## src/rtl/fc_layer_sequencer_if.sv

```systemverilog
// fc_layer_sequencer_if: CPU slave, dot master and result-memory master buses plus done
interface fc_layer_sequencer_if;
  logic        slave_waitrequest;
  logic [3:0]  slave_address;
  logic        slave_read;
  logic [31:0] slave_readdata;
  logic        slave_write;
  logic [31:0] slave_writedata;
  logic        dot_waitrequest;
  logic [3:0]  dot_address;
  logic        dot_read;
  logic        dot_write;
  logic [31:0] dot_readdata;
  logic [31:0] dot_writedata;
  logic        mem_waitrequest;
  logic [31:0] mem_address;
  logic        mem_write;
  logic [31:0] mem_writedata;
  logic        done;
  modport slave (
    output slave_waitrequest, slave_readdata, dot_address, dot_read, dot_write, dot_writedata,
           mem_address, mem_write, mem_writedata, done,
    input  slave_address, slave_read, slave_write, slave_writedata, dot_waitrequest, dot_readdata,
           mem_waitrequest
  );
  modport master (
    input  slave_waitrequest, slave_readdata, dot_address, dot_read, dot_write, dot_writedata,
           mem_address, mem_write, mem_writedata, done,
    output slave_address, slave_read, slave_write, slave_writedata, dot_waitrequest, dot_readdata,
           mem_waitrequest
  );
endinterface

```

## src/rtl/fc_layer_sequencer.sv

```systemverilog
// fc_layer_sequencer: runs one dot engine over every output row of an FC layer; FC_RELU_EN clamps negatives
module fc_layer_sequencer (
  input logic clk,
  input logic rst,
  fc_layer_sequencer_if.slave bus
);
  localparam logic [2:0] IDLE = 3'd0, CFG_W = 3'd1, CFG_A = 3'd2, CFG_L = 3'd3,
                         KICK = 3'd4, RESULT = 3'd5, STORE = 3'd6, NEXT = 3'd7;
  logic [2:0] state;
  logic [31:0] w_base, a_base, o_base, n_in, n_out, stride, row_addr, j, rows_done, result, clamped;
  logic done_sticky, pulse, busy, last, dw, unused_rd;
  assign busy = state != IDLE;
  assign last = j + 32'd1 >= n_out;
  assign dw = bus.dot_waitrequest;
  assign unused_rd = bus.slave_read;
  assign bus.slave_waitrequest = 1'b0;
  assign bus.done = pulse;
`ifdef FC_RELU_EN
  assign clamped = bus.dot_readdata[31] ? 32'd0 : bus.dot_readdata;
`else
  assign clamped = bus.dot_readdata;
`endif
  // a zero-length row never reaches the dot engine
  assign bus.dot_write = (state == CFG_W && n_in != 0) || state == CFG_A || state == CFG_L || state == KICK;
  assign bus.dot_read = state == RESULT;
  assign bus.mem_write = state == STORE;
  always_comb begin
    bus.dot_address = (state == CFG_W && bus.dot_write) ? 4'd2 : state == CFG_A ? 4'd3 :
                      state == CFG_L ? 4'd5 : state == RESULT ? 4'd1 : 4'd0;
    bus.dot_writedata = (state == CFG_W && bus.dot_write) ? row_addr : state == CFG_A ? a_base :
                        state == CFG_L ? n_in : 32'd0;
    bus.mem_address = bus.mem_write ? o_base + (j << 2) : 32'd0;
    bus.mem_writedata = bus.mem_write ? result : 32'd0;
    case (bus.slave_address)
      4'd0: bus.slave_readdata = {30'd0, done_sticky, busy};
      4'd1: bus.slave_readdata = rows_done;
      4'd2: bus.slave_readdata = w_base;
      4'd3: bus.slave_readdata = a_base;
      4'd4: bus.slave_readdata = o_base;
      4'd5: bus.slave_readdata = n_in;
      4'd6: bus.slave_readdata = n_out;
      4'd7: bus.slave_readdata = result;
      default: bus.slave_readdata = 32'd0;
    endcase
  end
  always_ff @(posedge clk) begin
    if (rst) begin
      state <= IDLE;
      {w_base, a_base, o_base, n_in, n_out} <= '0;
      {stride, row_addr, j, rows_done, result} <= '0;
      done_sticky <= 1'b0;
      pulse <= 1'b0;
    end else begin
      pulse <= 1'b0;
      case (state)
        IDLE: if (bus.slave_write)
          case (bus.slave_address)
            4'd0: begin
              stride <= n_in << 2;
              row_addr <= w_base;
              j <= 32'd0;
              done_sticky <= n_out == 0;
              pulse <= n_out == 0;
              state <= n_out == 0 ? IDLE : CFG_W;
            end
            4'd2: w_base <= bus.slave_writedata;
            4'd3: a_base <= bus.slave_writedata;
            4'd4: o_base <= bus.slave_writedata;
            4'd5: n_in <= bus.slave_writedata;
            4'd6: n_out <= bus.slave_writedata;
            default: ;
          endcase
        CFG_W: if (n_in == 0) begin
          result <= 32'd0;
          state <= STORE;
        end else if (!dw) state <= CFG_A;
        CFG_A: if (!dw) state <= CFG_L;
        CFG_L: if (!dw) state <= KICK;
        KICK: if (!dw) state <= RESULT;
        RESULT: if (!dw) begin
          result <= clamped;
          state <= STORE;
        end
        STORE: if (!bus.mem_waitrequest) state <= NEXT;
        NEXT: begin
          j <= j + 32'd1;
          row_addr <= row_addr + stride;
          rows_done <= j + 32'd1;
          pulse <= last;
          done_sticky <= done_sticky | last;
          state <= last ? IDLE : CFG_W;
        end
      endcase
    end
  end
endmodule

```

## src/flat_wrapper.sv

```systemverilog
// flat-port wrapper written by rule: the top's interface ports become plain ports
module fc_layer_sequencer_flat 
  (clk, rst, bus_slave_waitrequest, bus_slave_readdata, bus_dot_address, bus_dot_read, bus_dot_write, bus_dot_writedata, bus_mem_address, bus_mem_write, bus_mem_writedata, bus_done, bus_slave_address, bus_slave_read, bus_slave_write, bus_slave_writedata, bus_dot_waitrequest, bus_dot_readdata, bus_mem_waitrequest);
  fc_layer_sequencer_if bus_i ();
  input logic clk;
  input logic rst;
  output wire logic [$bits(bus_i.slave_waitrequest)-1:0] bus_slave_waitrequest;
  output wire logic [$bits(bus_i.slave_readdata)-1:0] bus_slave_readdata;
  output wire logic [$bits(bus_i.dot_address)-1:0] bus_dot_address;
  output wire logic [$bits(bus_i.dot_read)-1:0] bus_dot_read;
  output wire logic [$bits(bus_i.dot_write)-1:0] bus_dot_write;
  output wire logic [$bits(bus_i.dot_writedata)-1:0] bus_dot_writedata;
  output wire logic [$bits(bus_i.mem_address)-1:0] bus_mem_address;
  output wire logic [$bits(bus_i.mem_write)-1:0] bus_mem_write;
  output wire logic [$bits(bus_i.mem_writedata)-1:0] bus_mem_writedata;
  output wire logic [$bits(bus_i.done)-1:0] bus_done;
  input wire logic [$bits(bus_i.slave_address)-1:0] bus_slave_address;
  input wire logic [$bits(bus_i.slave_read)-1:0] bus_slave_read;
  input wire logic [$bits(bus_i.slave_write)-1:0] bus_slave_write;
  input wire logic [$bits(bus_i.slave_writedata)-1:0] bus_slave_writedata;
  input wire logic [$bits(bus_i.dot_waitrequest)-1:0] bus_dot_waitrequest;
  input wire logic [$bits(bus_i.dot_readdata)-1:0] bus_dot_readdata;
  input wire logic [$bits(bus_i.mem_waitrequest)-1:0] bus_mem_waitrequest;
  assign bus_slave_waitrequest = bus_i.slave_waitrequest;
  assign bus_slave_readdata = bus_i.slave_readdata;
  assign bus_dot_address = bus_i.dot_address;
  assign bus_dot_read = bus_i.dot_read;
  assign bus_dot_write = bus_i.dot_write;
  assign bus_dot_writedata = bus_i.dot_writedata;
  assign bus_mem_address = bus_i.mem_address;
  assign bus_mem_write = bus_i.mem_write;
  assign bus_mem_writedata = bus_i.mem_writedata;
  assign bus_done = bus_i.done;
  assign bus_i.slave_address = bus_slave_address;
  assign bus_i.slave_read = bus_slave_read;
  assign bus_i.slave_write = bus_slave_write;
  assign bus_i.slave_writedata = bus_slave_writedata;
  assign bus_i.dot_waitrequest = bus_dot_waitrequest;
  assign bus_i.dot_readdata = bus_dot_readdata;
  assign bus_i.mem_waitrequest = bus_mem_waitrequest;
  fc_layer_sequencer u_core (.clk(clk), .rst(rst), .bus(bus_i));
endmodule
```

## config.mk

```make
export PLATFORM = sky130hd
export DESIGN_NAME = fc_layer_sequencer_flat
export DESIGN_NICKNAME = d
export VERILOG_FILES = /design/src/rtl/fc_layer_sequencer_if.sv /design/src/rtl/fc_layer_sequencer.sv /design/src/flat_wrapper.sv
export SDC_FILE = /design/constraint.sdc
export NUM_CORES = 1
export LEC_CHECK = 0
export CAP_MARGIN = 10
export CELL_PAD_IN_SITES_DETAIL_PLACEMENT = 0
export CELL_PAD_IN_SITES_GLOBAL_PLACEMENT = 2
export CORE_MARGIN = 2
export CORE_UTILIZATION = 30
export DETAILED_ROUTE_END_ITERATION = 7
export DONT_BUFFER_PORTS = 1
export PLACE_DENSITY_LB_ADDON = 0.1
export SLEW_MARGIN = 40
export SYNTH_ARGS = -nofsm -noshare
export SYNTH_HDL_FRONTEND = slang
export SYNTH_SLANG_ARGS = --single-unit
```

## constraint.sdc

```tcl
create_clock -name clk -period 6.6 [get_ports clk]
set_clock_uncertainty 0.05 [all_clocks]
set_input_delay 0.99 -clock clk [delete_from_list [all_inputs] [get_ports clk]]
set_output_delay 0.99 -clock clk [all_outputs]
set_load 0.005 [all_outputs]
```

==> metrics.txt <==
post-synthesis adder-cell area fraction 6.589%; DRT iter0 DRCs 1,334; initial antenna violation count 5; largest area contributor in the netlist dfxtp_1; DRC errors left 0; final core occ 33.77%; commonest non-fill, non-tap cell in the layout nand2_1; synthesis warning total 0; Synth-to-Final Area Change 11.55%; Peak supply drop 0.1733 mV; total number of vias 18,127; Max transition margin 37.34%; die footprint 64,170 µm²; final period utilization 69.00%; clock sinks 323; FF-to-FF setup slack 2.06 ns; layout cell share with drive strength beyond 1 6.116%; CP Capture Type primary output; Max Freq 219.6 MHz; Ports 211; Synth area leaders dfxtp_1 35%, nand2_1 13%, a21oi_1 9.4%; Slew @ Worst Pin 0.9399 ns; Req. time, crit path 5.56 ns; Synth cell types 83; final setup fails 0; footprint of the multi-input gates 11,380 µm²; CTS H-tree depth 2; crit path DAT 3.51 ns; mapped cell area 18,650 µm²; Final Hold Viols 0; synthesized flop and latch total 323; XOR/XNOR Fraction of Synth Area 3.288%; post-CTS sizing 0; leak pwr 7.704 nW; top-area cell type share of the netlist area 34.68%; Primary FF master, synth dfxtp_1; effective utilization at floorplan 30.27%; setup TNS 0 ns; Fin Hold WS 0.4050 ns; Sequential Power Share 41.6%; Mapped Cells 2,543; ANT nets after route 0; FP Rows 91; core area 61,600 µm²; most frequent cells in the layout 655 x nand2_1, 352 x a21oi_1, 322 x dfxtp_1; WS Path Type reg -> out; simple-gate share of the synthesized area 25.77%; Final HPWL DP 58.46 mm; Async SR Flop Fraction 0%; RSZ-0062 raised after global routing false; gpl congestion 0.8877; cell internal pwr 0.003565 W; Total Routing Usage GR 24.53%; Sw Ratio 26.34%; Nets 2,608; largest net degree at the start of global routing 314; Max-Cap Viols 0; Reg area 6467 µm²; CP startpoint kind flop; CTS Hold Buffers Added 0; Chip Height 253.3 µm; Clk pwr share 50.4%; Post-Place Cells 3,230; DRT Wirelength 80.52 mm; pre-CTS setup slack 2.051 ns; vias per inst 5.480; synthesized area per cell 7.333 µm²; mux cell area share after synthesis 1.456%; post-synthesis sequential area ratio 34.68%; status finished, final reports clean; compound-cell area share of the yosys netlist 23.38%; Avg WL per Cell 24.34 µm; vias in the first global route 17,615; Die X-Extent 253.3 µm; postcts setup bufs 0; drt pass-1 iters 5; class of the worst hold path reg -> reg; Post-synth EDFFs 0; CTS tree yes; clock latency at the later pin of the worst-skew pair 0.58 ns; clock tree root driver cell clkbuf_16; PnR worst setup slack 2.046 ns; power per standard cell area 232.7 nW/µm²; # fillers 6,612; worst-path maximum fanout 7; fin cells 3,308; Combinational Power Share 8.0%; first-pass GRT wire length 117.0 mm; CTS max path bufs 3; GRT overflow 0; largest family of logic cells by synthesized area simple AND/OR/NAND/NOR gates; min Tclk post-route 4.554 ns; total CTS buffers 42; Port Buffer Count 0; sw power 0.001275 W; Worst-path clk slew 0.06 ns; Slew Viols, Final 0
==> logic make-up after synthesis <==
group	after synthesis
compound gates	686
xor+xnor	70
mux	26
buf+inv	236
simple gates	1104
fa+ha+maj	97
other cells	1
flops	323
==> final timing paths <==
path,startpoint,end,cells after the start
worst min-delay path,u_core.stride[25],u_core.stride[25],2
worst min register to register,u_core.stride[25],u_core.stride[25],2
worst max register to register,u_core.j[0],u_core.state[0],16
worst max-delay path,u_core.j[0],bus_mem_address[22],10
==> worst max-delay path, stage by stage, from the launching register on <==
cell      delay [ns]
dfxtp_1         0.37
ha_1            0.27
fa_1            0.44
a211oi_1        0.27
nor2_1          0.12
o41a_1          0.47
a21oi_2         0.26
o221ai_1        0.23
a31oi_1         0.24
xor2_1          0.19
nor2_1          0.08
==> state kept, by name, summed over array words and instances (netlist names) <==
register and flops:
u_core.bus.done 1, u_core.state 3, u_core.o_base 32, u_core.done_sticky 1
u_core.row_addr 32, u_core.rows_done 32, u_core.w_base 32, u_core.n_out 32
u_core.result 32, u_core.stride 30, u_core.a_base 32, u_core.n_in 32
u_core.j 32
==> area by class of cell <==
type	count	area share [%]
antenna	2	0.02406
tap	837	5.035
timing repair buffer	28	1.089
sequential	323	31.09
inverter	57	1.029
clock inverter	11	0.6556
multi-input combinational	1985	54.69
clock buffer	65	6.388
==> per-stage QoR <==
stage	instance area [µm²]	power, W
floorplan	18650	0.002319
global placement	19310	0.002430
detailed placement	19320	0.002443
CTS	20790	0.004895
global route	20800	0.005014
finish	20800	0.004840
==> power groups by stage <==
stage | Combinational, W | Clock, W | Sequential, W
final | 0.000389 | 0.00244 | 0.00201
after global routing | 0.000425 | 0.00258 | 0.00201
after CTS | 0.000388 | 0.00249 | 0.00201
after detailed placement | 0.000387 | 0 | 0.00206
after global placement | 0.000376 | 0 | 0.00205
after floorplan | 0.000285 | 0 | 0.00203
==> Yosys cell counts (5+ instances only) <==
library cell	number
nand2_1	659
a21oi_1	352
dfxtp_1	323
clkbuf_1	157
nor2_1	131
nand3_1	129
ha_1	95
a22oi_1	67
inv_1	57
o21ai_0	56
and3_1	52
xnor2_1	51
a21o_1	37
a221o_1	32
nor3_1	28
a22o_1	20
nand4_1	20
nor4_1	20
xor2_1	19
mux2i_1	17
a211oi_1	15
a311oi_1	15
buf_1	15
nand2b_1	13
and2_1	12
o21a_1	12
a31oi_1	10
mux2_2	9
nor2b_1	8
o22ai_1	7
nor3b_1	5
o21bai_1	5
or3_1	5
==> per-layer routing <==
metal  vias up  wire length, µm  track usage [%]
met1      8774            34960            31.55
met2       525            38120            40.92
met4         2             1659            6.475
li1       8746                -                -
met3        80             5766            5.839
met5         -               13                0
(Power assumes the default switching activity.)
